--- config.mk ---
export PLATFORM = sky130hd
export DESIGN_NAME = recon_dma_rd_arbiter
export DESIGN_NICKNAME = d
export VERILOG_FILES = /design/src/rtl/recon_dma_pkg.sv /design/src/rtl/rr_arbiter.sv /design/src/rtl/recon_dma_rd_arbiter.sv
export SDC_FILE = /design/constraint.sdc
export NUM_CORES = 1
export LEC_CHECK = 0
export CORE_ASPECT_RATIO = 1.25
export CORE_MARGIN = 4
export CORE_UTILIZATION = 41
export DETAILED_ROUTE_END_ITERATION = 6
export MAX_ROUTING_LAYER = met4
export PLACE_DENSITY = 0.89
export SETUP_SLACK_MARGIN = 0.02
export SLEW_MARGIN = 20
export SYNTH_ARGS = -nofsm -noshare
export SYNTH_HDL_FRONTEND = slang
export SYNTH_HIERARCHICAL = 1
export SYNTH_SLANG_ARGS = --single-unit
export TNS_END_PERCENT = 50
--- constraint.sdc ---
create_clock -name clk -period 4.9 [get_ports clk]
set_input_delay 1.47 -clock clk [delete_from_list [all_inputs] [get_ports clk]]
set_output_delay 1.47 -clock clk [all_outputs]
set_load 0.01 [all_outputs]
--- src/rtl/recon_dma_pkg.sv ---
// Shared definitions for the reconfiguration DMA read-channel arbiter:
// tag field widths, status codes, FSM encoding and tag pack/unpack helpers.
package recon_dma_pkg;

  localparam int unsigned SEQ_W_DEF = 4;
  localparam int unsigned TAG_W_DEF = 8;
  localparam int unsigned CNT_W     = 4;

  localparam logic [3:0] ERR_TIMEOUT = 4'hF;

  localparam logic [0:0] ST_IDLE  = 1'b0;
  localparam logic [0:0] ST_ISSUE = 1'b1;

  // Tag layout is {zero pad, port index, sequence}; callers truncate to TAG_WIDTH.
  function automatic logic [31:0] tag_pack(input logic [31:0] port,
                                           input logic [31:0] seq,
                                           input int unsigned seq_w);
    logic [31:0] mask;
    mask = (32'd1 << seq_w) - 32'd1;
    return (port << seq_w) | (seq & mask);
  endfunction

  function automatic logic [31:0] tag_port(input logic [31:0] tag,
                                           input int unsigned seq_w,
                                           input int unsigned port_w);
    logic [31:0] mask;
    mask = (32'd1 << port_w) - 32'd1;
    return (tag >> seq_w) & mask;
  endfunction

endpackage

--- src/rtl/rr_arbiter.sv ---
// Round-robin arbiter: picks the first requester above last_grant, wrapping.
// Purely combinational; the caller owns the last_grant register.
module rr_arbiter #(
  parameter int unsigned PORTS = 4,
  localparam int unsigned PORT_W = $clog2(PORTS)
) (
  input  logic [PORTS-1:0]  req,
  input  logic [PORT_W-1:0] last_grant,
  output logic [PORTS-1:0]  grant,
  output logic              grant_valid,
  output logic [PORT_W-1:0] grant_idx
);

  logic [PORT_W-1:0] cand;

  always_comb begin
    grant       = '0;
    grant_valid = 1'b0;
    grant_idx   = '0;
    cand        = '0;
    for (int unsigned i = 1; i <= PORTS; i++) begin
      cand = PORT_W'((32'(last_grant) + i) % PORTS);
      if (!grant_valid && req[cand]) begin
        grant_valid = 1'b1;
        grant[cand] = 1'b1;
        grant_idx   = cand;
      end
    end
  end

endmodule

--- src/rtl/recon_dma_rd_arbiter.sv ---
// Shares one DMA read-descriptor channel among PORTS requesters with
// tag-routed completion status. Optional watchdog: RECON_DMA_ARB_TIMEOUT_EN.
module recon_dma_rd_arbiter
  import recon_dma_pkg::*;
#(
  parameter int unsigned PORTS           = 4,
  parameter int unsigned ADDR_WIDTH      = 34,
  parameter int unsigned LEN_WIDTH       = 20,
  parameter int unsigned TAG_WIDTH       = 8,
  parameter int unsigned SEQ_W           = 4,
  parameter int unsigned MAX_OUTSTANDING = 2,
  parameter int unsigned TIMEOUT_CYCLES  = 1048576
) (
  input  logic                        clk,
  input  logic                        rst,
  input  logic [PORTS*ADDR_WIDTH-1:0] s_req_addr,
  input  logic [PORTS*LEN_WIDTH-1:0]  s_req_len,
  input  logic [PORTS-1:0]            s_req_valid,
  output logic [PORTS-1:0]            s_req_ready,
  output logic [ADDR_WIDTH-1:0]       m_axis_read_desc_addr,
  output logic [LEN_WIDTH-1:0]        m_axis_read_desc_len,
  output logic [TAG_WIDTH-1:0]        m_axis_read_desc_tag,
  output logic                        m_axis_read_desc_valid,
  input  logic                        m_axis_read_desc_ready,
  input  logic [TAG_WIDTH-1:0]        s_axis_read_desc_status_tag,
  input  logic [3:0]                  s_axis_read_desc_status_error,
  input  logic                        s_axis_read_desc_status_valid,
  output logic [PORTS-1:0]            m_status_valid,
  output logic [3:0]                  m_status_error,
  output logic [SEQ_W-1:0]            m_status_seq,
  output logic [PORTS*4-1:0]          outstanding,
  output logic                        err_unexpected
`ifdef RECON_DMA_ARB_TIMEOUT_EN
  ,
  output logic [PORTS-1:0]            timeout_err
`endif
);

  localparam int unsigned PORT_W = $clog2(PORTS);

  logic [0:0]            state_q, state_d;
  logic [PORT_W-1:0]     last_grant_q, last_grant_d;
  logic [SEQ_W-1:0]      seq_q [PORTS];
  logic [SEQ_W-1:0]      seq_d [PORTS];
  logic [CNT_W-1:0]      out_q [PORTS];
  logic [CNT_W-1:0]      out_d [PORTS];
  logic [ADDR_WIDTH-1:0] addr_q, addr_d;
  logic [LEN_WIDTH-1:0]  len_q, len_d;
  logic [TAG_WIDTH-1:0]  tag_q, tag_d;
  logic                  valid_q, valid_d;
  logic [PORTS-1:0]      stv_q, stv_d;
  logic [3:0]            ste_q, ste_d;
  logic [SEQ_W-1:0]      sts_q, sts_d;
  logic                  unexp_q, unexp_d;

  logic [PORTS-1:0]      elig, arb_req, arb_grant;
  logic                  arb_valid;
  logic [PORT_W-1:0]     arb_idx;
  logic [ADDR_WIDTH-1:0] sel_addr;
  logic [LEN_WIDTH-1:0]  sel_len;
  logic [SEQ_W-1:0]      sel_seq;
  logic [PORT_W-1:0]     st_port;
  logic [SEQ_W-1:0]      st_seq;
  logic [PORTS-1:0]      st_hit, st_dec;

  // Ports at their in-flight limit are masked out and never block others.
  always_comb begin
    elig = '0;
    for (int unsigned p = 0; p < PORTS; p++) begin
      elig[p] = s_req_valid[p] && (out_q[p] < CNT_W'(MAX_OUTSTANDING));
    end
  end

  assign arb_req = (state_q == ST_IDLE) ? elig : '0;

  rr_arbiter #(.PORTS(PORTS)) u_rr_arbiter (
    .req         (arb_req),
    .last_grant  (last_grant_q),
    .grant       (arb_grant),
    .grant_valid (arb_valid),
    .grant_idx   (arb_idx)
  );

  assign s_req_ready = arb_grant;

  always_comb begin
    sel_addr = '0;
    sel_len  = '0;
    sel_seq  = '0;
    for (int unsigned p = 0; p < PORTS; p++) begin
      if (arb_grant[p]) begin
        sel_addr = s_req_addr[p*ADDR_WIDTH +: ADDR_WIDTH];
        sel_len  = s_req_len[p*LEN_WIDTH +: LEN_WIDTH];
        sel_seq  = seq_q[p];
      end
    end
  end

  // Status decode; a port index outside 0..PORTS-1 hits nothing and is unexpected.
  assign st_port = PORT_W'(tag_port(32'(s_axis_read_desc_status_tag), SEQ_W, PORT_W));
  assign st_seq  = SEQ_W'(s_axis_read_desc_status_tag);

  always_comb begin
    st_hit = '0;
    st_dec = '0;
    for (int unsigned p = 0; p < PORTS; p++) begin
      st_hit[p] = s_axis_read_desc_status_valid && (32'(st_port) == p);
      st_dec[p] = st_hit[p] && (out_q[p] != '0);
    end
  end

`ifdef RECON_DMA_ARB_TIMEOUT_EN
  localparam int unsigned WD_W = $clog2(TIMEOUT_CYCLES + 1);
  logic [WD_W-1:0]  wd_q [PORTS];
  logic [WD_W-1:0]  wd_d [PORTS];
  logic [PORTS-1:0] to_q, to_d;
`endif

  always_comb begin
    state_d      = state_q;
    last_grant_d = last_grant_q;
    addr_d       = addr_q;
    len_d        = len_q;
    tag_d        = tag_q;
    valid_d      = valid_q;
    stv_d        = '0;
    ste_d        = '0;
    sts_d        = '0;
    unexp_d      = unexp_q | (s_axis_read_desc_status_valid && (st_dec == '0));
    for (int unsigned p = 0; p < PORTS; p++) begin
      seq_d[p] = seq_q[p];
      out_d[p] = out_q[p];
    end

    case (state_q)
      ST_IDLE: begin
        if (arb_valid) begin
          addr_d       = sel_addr;
          len_d        = sel_len;
          tag_d        = TAG_WIDTH'(tag_pack(32'(arb_idx), 32'(sel_seq), SEQ_W));
          valid_d      = 1'b1;
          last_grant_d = arb_idx;
          state_d      = ST_ISSUE;
        end
      end
      ST_ISSUE: begin
        if (m_axis_read_desc_ready) begin
          valid_d = 1'b0;
          state_d = ST_IDLE;
        end
      end
      default: state_d = ST_IDLE;
    endcase

    // Grant and completion on the same port in one cycle cancel out.
    for (int unsigned p = 0; p < PORTS; p++) begin
      if (arb_grant[p]) begin
        seq_d[p] = seq_q[p] + SEQ_W'(1);
      end
      if (arb_grant[p] && !st_dec[p]) begin
        out_d[p] = out_q[p] + CNT_W'(1);
      end else if (!arb_grant[p] && st_dec[p]) begin
        out_d[p] = out_q[p] - CNT_W'(1);
      end
    end

    if (st_dec != '0) begin
      stv_d = st_dec;
      ste_d = s_axis_read_desc_status_error;
      sts_d = st_seq;
    end

`ifdef RECON_DMA_ARB_TIMEOUT_EN
    to_d = to_q;
    for (int unsigned p = 0; p < PORTS; p++) begin
      wd_d[p] = wd_q[p];
      if (st_hit[p] || (out_q[p] == '0)) begin
        wd_d[p] = '0;
      end else if (wd_q[p] == WD_W'(TIMEOUT_CYCLES - 1)) begin
        wd_d[p]  = '0;
        out_d[p] = arb_grant[p] ? CNT_W'(1) : '0;
        stv_d[p] = 1'b1;
        ste_d    = ERR_TIMEOUT;
        sts_d    = '0;
        to_d[p]  = 1'b1;
      end else begin
        wd_d[p] = wd_q[p] + WD_W'(1);
      end
    end
`endif
  end

  always_ff @(posedge clk) begin
    if (rst) begin
      state_q      <= ST_IDLE;
      last_grant_q <= PORT_W'(PORTS - 1);
      addr_q       <= '0;
      len_q        <= '0;
      tag_q        <= '0;
      valid_q      <= 1'b0;
      stv_q        <= '0;
      ste_q        <= '0;
      sts_q        <= '0;
      unexp_q      <= 1'b0;
      for (int unsigned p = 0; p < PORTS; p++) begin
        seq_q[p] <= '0;
        out_q[p] <= '0;
      end
    end else begin
      state_q      <= state_d;
      last_grant_q <= last_grant_d;
      addr_q       <= addr_d;
      len_q        <= len_d;
      tag_q        <= tag_d;
      valid_q      <= valid_d;
      stv_q        <= stv_d;
      ste_q        <= ste_d;
      sts_q        <= sts_d;
      unexp_q      <= unexp_d;
      for (int unsigned p = 0; p < PORTS; p++) begin
        seq_q[p] <= seq_d[p];
        out_q[p] <= out_d[p];
      end
    end
  end

`ifdef RECON_DMA_ARB_TIMEOUT_EN
  always_ff @(posedge clk) begin
    if (rst) begin
      to_q <= '0;
      for (int unsigned p = 0; p < PORTS; p++) begin
        wd_q[p] <= '0;
      end
    end else begin
      to_q <= to_d;
      for (int unsigned p = 0; p < PORTS; p++) begin
        wd_q[p] <= wd_d[p];
      end
    end
  end

  assign timeout_err = to_q;
`endif

  assign m_axis_read_desc_addr  = addr_q;
  assign m_axis_read_desc_len   = len_q;
  assign m_axis_read_desc_tag   = tag_q;
  assign m_axis_read_desc_valid = valid_q;
  assign m_status_valid         = stv_q;
  assign m_status_error         = ste_q;
  assign m_status_seq           = sts_q;
  assign err_unexpected         = unexp_q;

  always_comb begin
    outstanding = '0;
    for (int unsigned p = 0; p < PORTS; p++) begin
      outstanding[p*CNT_W +: CNT_W] = out_q[p];
    end
  end

endmodule

==> results of run 1 <==
[worst max-delay path by stage]
stage / from / end / slack (ps) / cells past startpoint
global route: s_req_valid[1] / s_req_ready[3] / 20 / 8
floorplan: s_req_valid[1] / s_req_ready[3] / 670 / 5
finish: s_req_valid[2] / s_req_ready[3] / 30 / 8
global placement: s_req_valid[1] / s_req_ready[1] / -330 / 6
detailed placement: s_req_valid[1] / s_req_ready[1] / -350 / 6
CTS: s_req_valid[0] / s_req_ready[1] / -10 / 9
[cells by family after synthesis]
logic type	after synthesis	synth area share
muxes	14	0.02527
and+or+nand+nor	246	0.1717
xor gates and xnor gates	20	0.02602
other	1	0.0005570
DFF	109	0.3241
AOI/OAI and AO/OA	225	0.3022
adders and majority gates	28	0.05650
buffers and inverters	141	0.09366
[state kept, by name, summed over array words and instances (netlist names)]
register	cells
last_grant_q	2
m_axis_read_desc_addr	34
state_q	1
m_axis_read_desc_len	20
seq_q	16
m_status_valid	4
m_axis_read_desc_tag	6
m_status_error	4
m_axis_read_desc_valid	1
out_q	16
err_unexpected	1
m_status_seq	4
[layout by cell type (no fill, tap or decap), types with 10 or more instances in the layout]
| master | synthesis | final |
|---|---|---|
| a221o_1 | 59 | 56 |
| inv_1 | 67 | 67 |
| a221oi_2 | 51 | 51 |
| xnor2_1 | 10 | 10 |
| a21oi_1 | 75 | 75 |
| xor2_1 | 10 | 10 |
| dfxtp_1 | 109 | 109 |
| nor3_1 | 59 | 59 |
| ha_1 | 24 | 24 |
| nor2_1 | 107 | 107 |
| nand2_1 | 26 | 26 |
| buf_4 | 2 | 39 |
| clkdlybuf4s50_1 | 0 | 321 |
[layer usage]
layer	GRT usage	vias to the layer above	part of all wire
met5	-	-	0
met4	0.1087	0	0.035
met3	0.09152	61	0.098
met2	0.4410	335	0.48
met1	0.3015	3497	0.39
li1	-	3479	-
[cell usage after synthesis (all sizes together), types with 5 or more instances]
| cell | number | area, um^2 |
|---|---|---|
| a211oi | 6 | 57.56 |
| a21oi | 75 | 375.4 |
| a221o | 59 | 590.6 |
| a221oi | 60 | 844.6 |
| and2 | 12 | 75.07 |
| buf | 31 | 217.7 |
| clkbuf | 43 | 161.4 |
| dfxtp | 109 | 2182 |
| ha | 24 | 300.3 |
| inv | 67 | 251.5 |
| mux2i | 8 | 80.08 |
| nand2 | 26 | 97.59 |
| nand3 | 5 | 25.02 |
| nand4 | 5 | 31.28 |
| nor2 | 108 | 407.9 |
| nor2b | 7 | 43.79 |
| nor3 | 59 | 295.3 |
| nor4 | 5 | 37.53 |
| o21ai | 9 | 45.04 |
| xnor2 | 10 | 87.58 |
| xor2 | 10 | 87.58 |
[critical path: stages]
cell	delay, ps
clkdlybuf4s50_1	420
and2_4	170
mux4_2	520
buf_4	180
nand2_1	80
o21ai_1	80
a221o_4	340
buf_2	150
[final cells by class]
type	count	share of cell area
multi-input cells	535	0.3737
repair buffers	369	0.3393
flip-flops and latches	109	0.2044
well taps	216	0.02532
inverters	67	0.02356
clock buffers	10	0.02145
clock inverters	6	0.01090
diodes	6	0.001406
[per-stage QoR]
stage | setup slack (ps) | TNS, ps | instances
2_1_floorplan | 665.2 | 0 | 785
3_3_place_gp | -329.4 | -1327 | 1291
3_5_place_dp | -352.8 | -1642 | 1291
4_1_cts | -12.59 | -12.59 | 1312
5_1_grt | 18.58 | 0 | 1318
6_report | 30.97 | 0 | 1318
[timing repair]
item / CTS / global route
pin swaps: 4 / 3
hold buffers: 0 / 0
buffers inserted: 5 / 0
cloned: 0 / 0
endpoints found under the setup margin: 4 / 5
resized for setup: 23 / 6
[power groups by stage]
stage	registers (mW)	clock network, mW	logic (mW)
after floorplan	1.41	0	3.71
after global placement	1.32	0	5.36
after detailed placement	1.33	0	5.49
after CTS	1.31	0.877	5.55
after global routing	1.35	0.913	6.04
final	1.31	0.849	5.58
==> qor.json, run 1 <==
{
  "synth_edf_count": 0,
  "finalWorstPathRequiredPeriod_ps": 4869,
  "worstHoldPathType": "reg2reg",
  "synth.ff_latch_count": 109,
  "rsz_0062_raised_after_global_routing": "yes",
  "critPathRequiredTime_ps": 3430,
  "final_total_power_mw": 7.739,
  "vdd_ir_drop_max_mv": 0.8290,
  "synth.yosys.warnings": 6,
  "synth.distinct_cells": 52,
  "globalRoute.totalOverflow": 0,
  "cts_buffers": 9,
  "area_taken_by_multi_input_logic_gates_um2": 3989,
  "swShare": 0.4548,
  "place.detailed.hpwl_um": 18810,
  "post-route-period-util": 0.9937,
  "skew_ps": 6.644,
  "seq_power_share": 0.170,
  "critical_path.startpoint_type": "input pin",
  "fin_area_um2": 10680,
  "area_delta_synth_final_pct": 58.56,
  "clk_pin_slew_ps": 70,
  "grt_antenna_before_repair": 6,
  "count_of_boundary_i_o_pins": 332,
  "register_area_um2": 2182,
  "outcome": "complete, no violations",
  "detail-route-antenna-nets": 0,
  "cellPowerDensity_nw_per_um2": 725.0,
  "critical_path.reg2reg.endpoint": "out_q[2][3]$_SDFFE_PP0P_",
  "drt_iter0_markers": 477,
  "yosysSeqAreaShare": 0.3241,
  "clock_power_share": 0.110,
  "worst-r2r-setup-slack_ps": 870,
  "detail_route.wl_per_cell_um": 19.16,
  "final_weighted_congestion_in_routability_driven_placement": 0.9120,
  "fp.coreArea_um2": 16140,
  "die_w_um": 122.6,
  "num-fill-cells": 1287,
  "worstHoldEndpoint": "m_axis_read_desc_tag[4]$_SDFFE_PP0P_",
  "number_of_nets_in_the_layout": 1355,
  "drv_cap": 0,
  "via_per_inst": 5.593,
  "layout.core_utilization": 0.6616,
  "timing.final.max_slew_violations": 0,
  "hold-path-cell-count": 2,
  "first_pass_grt_wire_length_um": 38120,
  "cts-htree-levels": 3,
  "final_setup_viols": 0,
  "vias_in_the_first_global_route": 7171,
  "total_number_of_placement_rows": 52,
  "timing.setup.critical_path_class": "in2out",
  "placed_cell_area_um2": 10260,
  "power.internal_mw": 4.219,
  "die_area_um2": 18550,
  "die_height_um": 151.3,
  "timing.rr.start": "last_grant_q[1]$_SDFFE_PP1P_",
  "ff2ff_path_depth": 14,
  "critPathMaxFanout": 7,
  "number_of_sinks_handled_by_clock_tree_synthesis": 109,
  "maxSlewHeadroom": 0.4520,
  "cts_tree": "done",
  "vias": 7372,
  "final-hold-violation-count": 0,
  "worst_skew_pair.late_latency_ps": 350,
  "synthesis.area_per_instance_um2": 8.588,
  "endpoint_kind": "output pin",
  "ys_dominant_reg_cell": "dfxtp_1",
  "max_slew.worst_pin.slew_ps": 822.0,
  "grt_start_max_net_pins": 121,
  "maxClockFrequency_ghz": 0.2054,
  "port-buffer-count": 327,
  "first_pass_iters": 6,
  "power_switching_mw": 3.520,
  "min-delay-start": "m_axis_read_desc_tag[4]$_SDFFE_PP0P_",
  "hold_ws_ps": 453.9,
  "initial_core_util": 0.4173,
  "clk_root_buffer_cell": "clkbuf_16",
  "final_layout_size_suffix_gt1_frac": 0.1204,
  "syn-instance-count": 784,
  "combinationalPowerShare": 0.721,
  "synth.cell_area_um2": 6733,
  "drc_errors": 0,
  "routed_wl_um": 25250,
  "leakage_power_nw": 4.282,
  "synthArstFlopShare": 0,
  "clock_tree.buffer_depth": 2,
  "grtUsageTotal": 0.2694,
  "worstPathArrival_ps": 3400
}
Note: power is estimated with default switching activity, not from simulation.
==> run 2: changes to the inputs <==
--- a/config.mk
+++ b/config.mk
@@ -5,12 +5,14 @@
 export SDC_FILE = /design/constraint.sdc
 export NUM_CORES = 1
 export LEC_CHECK = 0
+export ABC_CLOCK_PERIOD_IN_PS = 4900
 export CORE_ASPECT_RATIO = 1.25
 export CORE_MARGIN = 4
 export CORE_UTILIZATION = 41
+export CTS_CLUSTER_DIAMETER = 60
 export DETAILED_ROUTE_END_ITERATION = 6
 export MAX_ROUTING_LAYER = met4
-export PLACE_DENSITY = 0.89
+export PLACE_DENSITY = 0.86
 export SETUP_SLACK_MARGIN = 0.02
 export SLEW_MARGIN = 20
 export SYNTH_ARGS = -nofsm -noshare
==> run 2 against run 1 <==
- cell area up 1.0%
- maximum frequency increased by 0.45%
- combinational power up 3%
- largest cell class unchanged
==> qor.json, run 2 (synthesized netlist as in run 1, its figures left out) <==
{
  "worst_path_largest_cell_delay": {"value": 560, "unit": "ps", "change": "+40 ps"},
  "critPathRequiredTime": {"value": 3430, "unit": "ps", "change": "about the same"},
  "grt_start_max_net_pins": {"value": 83, "change": "-31%"},
  "clk_root_buffer_cell": "clkbuf_16",
  "outcome": "complete, no violations",
  "grtUsageTotal": {"value": 0.2767, "change": "+0.007324"},
  "post-route-period-util": {"value": 0.9892, "change": "-0.004452"},
  "clk_pin_slew": {"value": 70, "unit": "ps", "change": "about the same"},
  "drv_cap": {"value": 0, "change": "unchanged"},
  "critPathMaxFanout": {"value": 7, "change": "unchanged"},
  "worstHoldPathType": "reg2reg",
  "port-buffer-count": {"value": 327, "change": "unchanged"},
  "cts-htree-levels": {"value": 3, "change": "unchanged"},
  "routed_wl": {"value": 26330, "unit": "um", "change": "+4.3%"},
  "die_w": {"value": 122.6, "unit": "um", "change": "unchanged"},
  "rsz_0062_raised_after_global_routing": "no",
  "final_total_power": {"value": 7.839, "unit": "mW", "change": "+1.3%"},
  "die_area": {"value": 18550, "unit": "um^2", "change": "unchanged"},
  "mostFrequentLayoutCell": "clkdlybuf4s50_1",
  "clock_power_share": {"value": 0.100, "change": "-0.010"},
  "number_of_sinks_handled_by_clock_tree_synthesis": {"value": 109, "change": "unchanged"},
  "power.internal": {"value": 4.244, "unit": "mW", "change": "+0.58%"},
  "total_number_of_placement_rows": {"value": 52, "change": "unchanged"},
  "min-delay-start": "m_axis_read_desc_tag[4]$_SDFFE_PP0P_",
  "final_layout_size_suffix_gt1_frac": {"value": 0.1337, "change": "+0.01326"},
  "crit_path_cell_trace": "clkdlybuf4s50_1 -> and2_4 -> mux4_2 -> a211oi_4 -> buf_4 -> buf_4 -> a221o_4 -> buf_6",
  "vias_in_the_first_global_route": {"value": 7278, "change": "+1.5%"},
  "drc_errors": {"value": 0, "change": "unchanged"},
  "area_delta_synth_final_pct": 60.21,
  "detail_route.wl_per_cell": {"value": 19.74, "unit": "um", "change": "+3.0%"},
  "hold_ws": {"value": 466.6, "unit": "ps", "change": "+12.70 ps"},
  "first_pass_grt_wire_length": {"value": 38950, "unit": "um", "change": "+2.2%"},
  "place.detailed.hpwl": {"value": 19530, "unit": "um", "change": "+3.9%"},
  "maxSlewHeadroom": {"value": 0.4158, "change": "-0.03623"},
  "fp.coreArea": {"value": 16140, "unit": "um^2", "change": "unchanged"},
  "grt_antenna_before_repair": {"value": 11, "change": "+5"},
  "skew": {"value": 13.73, "unit": "ps", "change": "+7.084 ps"},
  "layoutNonFillerInstCount": {"value": 1334, "change": "+1.2%"},
  "final_setup_viols": {"value": 0, "change": "unchanged"},
  "endpoint_kind": "output pin",
  "finalWorstPathRequiredPeriod": {"value": 4847, "unit": "ps", "change": "-21.81 ps"},
  "layout.core_utilization": {"value": 0.6685, "change": "+0.006902"},
  "timing.setup.critical_path_class": "in2out",
  "worst_path_max_delay_cell": "mux4_2",
  "number_of_nets_in_the_layout": {"value": 1366, "change": "+0.81%"},
  "detail-route-antenna-nets": {"value": 0, "change": "unchanged"},
  "post_cts_hold_buffer_count": {"value": 0, "change": "unchanged"},
  "cp-startpoint": "s_req_valid[2]",
  "combinationalPowerShare": {"value": 0.732, "change": "+0.011"},
  "die_height": {"value": 151.3, "unit": "um", "change": "unchanged"},
  "vias": {"value": 7405, "change": "+0.45%"},
  "leakage_power": {"value": 4.338, "unit": "nW", "change": "+1.3%"},
  "num-fill-cells": {"value": 1309, "change": "+1.7%"},
  "place_inst": {"value": 1294, "change": "+0.23%"},
  "worst_skew_pair.late_latency": {"value": 360, "unit": "ps", "change": "about the same"},
  "worstPathArrival": {"value": 3380, "unit": "ps", "change": "-20 ps"},
  "cts_buffers": {"value": 9, "change": "unchanged"},
  "timing.rr.start": "last_grant_q[1]$_SDFFE_PP1P_",
  "globalRoute.totalOverflow": {"value": 0, "change": "unchanged"},
  "cts_tree": "done",
  "maxClockFrequency": {"value": 0.2063, "unit": "GHz", "change": "+0.45%"},
  "count_of_boundary_i_o_pins": {"value": 332, "change": "unchanged"},
  "timing.final.max_slew_violations": {"value": 0, "change": "unchanged"},
  "vdd_ir_drop_max": {"value": 0.5545, "unit": "mV", "change": "-33%"},
  "drt_iter0_markers": {"value": 447, "change": "-6.3%"},
  "via_per_inst": {"value": 5.551, "change": "-0.76%"},
  "largest_reg_flops": {"value": 34, "change": "unchanged"},
  "seq_power_share": {"value": 0.168, "change": "-0.002"},
  "clock_tree.buffer_depth": {"value": 2, "change": "unchanged"},
  "power_switching": {"value": 3.595, "unit": "mW", "change": "+2.1%"},
  "critical_path.most_common_cell": "buf_4",
  "first_pass_iters": {"value": 5, "change": "-1"},
  "final-hold-violation-count": {"value": 0, "change": "unchanged"},
  "critical_path.startpoint_type": "input pin",
  "mostFrequentLayoutCells": "320 x clkdlybuf4s50_1, 109 x dfxtp_1, 107 x nor2_1",
  "max_slew.worst_pin.slew": {"value": 876.3, "unit": "ps", "change": "+54.34 ps"},
  "swShare": {"value": 0.4586, "change": "+0.003764"},
  "initial_core_util": {"value": 0.4173, "change": "unchanged"},
  "final_weighted_congestion_in_routability_driven_placement": {"value": 0.8986, "change": "-1.5%"},
  "cellPowerDensity": {"value": 726.7, "unit": "nW/um^2", "change": "+0.24%"}
}
-- run 2: cell count changes in the layout (fill, tap and decap cells not counted), sizes merged --
cell           delta
clkbuf            +1
diode             +5
buf              +10
clkinvlp          +1
dlygate4sd2       +1
bufinv            -2
clkdlybuf4s50     -1
and2              +1
-- run 2: final cells by class --
| cell class | instances | area (um^2) | share of cell area |
|---|---|---|---|
| multi-input cells | 536 | 4025 | 0.3732 |
| repair buffers | 379 | 3714 | 0.3443 |
| flip-flops and latches | 109 | 2182 | 0.2023 |
| well taps | 216 | 270.3 | 0.02506 |
| clock buffers | 11 | 252.7 | 0.02343 |
| inverters | 67 | 251.5 | 0.02332 |
| clock inverters | 5 | 63.81 | 0.005916 |
| diodes | 11 | 27.53 | 0.002552 |
-- run 2: per-stage QoR --
step | cell area [um^2] | worst slack (ps) | TNS [ps]
after floorplan | 6736 | 665.2 | 0
after global placement | 10280 | -362.9 | -17640
after detailed placement | 10280 | -451.0 | -20720
after CTS | 10700 | 7.354 | 0
after global routing | 10790 | 20.72 | 0
final | 10790 | 52.78 | 0
-- run 2: worst paths after layout --
check                                                to  depth (start not counted)  slack, ps
setup / recovery                         s_req_ready[3]                          8         50
hold / removal     m_axis_read_desc_tag[4]$_SDFFE_PP0P_                          2        470
setup reg to reg  m_axis_read_desc_len[12]$_SDFFE_PP0P_                         14        650
hold reg to reg    m_axis_read_desc_tag[4]$_SDFFE_PP0P_                          2        470
-- run 2: what timing repair did --
action | 4_1_cts | 5_1_grt
pin swaps | 2 | 2
gates cloned | 1 | 0
buffers inserted | 11 | 1
resized for setup | 28 | 15
setup endpoints to repair | 16 | 54
-- run 2: per-layer routing --
metal  track usage  share of wire
met5             -              0
met4        0.1182          0.036
met3       0.09264          0.094
met2        0.4536           0.48
met1        0.3073           0.39
-- run 2: power by group through the flow --
stage	sequential (mW)	combinational (mW)	clock (mW)
3_5_place_dp	1.33	5.52	0
3_3_place_gp	1.32	5.37	0
6_report	1.32	5.74	0.785
5_1_grt	1.35	6.19	0.838
2_1_floorplan	1.41	3.71	0
4_1_cts	1.32	5.65	0.803
-- run 2: worst max-delay path: cells and delay by family --
family / cells / cell delay (ps)
AOI/OAI and AO/OA: 2 / 410
muxes: 1 / 560
and+or+nand+nor: 1 / 160
buffers and inverters: 4 / 760
==> run 3: changes to the inputs <==
--- a/config.mk
+++ b/config.mk
@@ -5,7 +5,6 @@
 export SDC_FILE = /design/constraint.sdc
 export NUM_CORES = 1
 export LEC_CHECK = 0
-export ABC_CLOCK_PERIOD_IN_PS = 4900
 export CORE_ASPECT_RATIO = 1.25
 export CORE_MARGIN = 4
 export CORE_UTILIZATION = 41
@@ -14,7 +13,7 @@
 export MAX_ROUTING_LAYER = met4
 export PLACE_DENSITY = 0.86
 export SETUP_SLACK_MARGIN = 0.02
-export SLEW_MARGIN = 20
+export SLEW_MARGIN = 10
 export SYNTH_ARGS = -nofsm -noshare
 export SYNTH_HDL_FRONTEND = slang
 export SYNTH_HIERARCHICAL = 1
==> results of run 3 <==
Same layout as run 2: the final DEF is identical, and so are final timing and power.
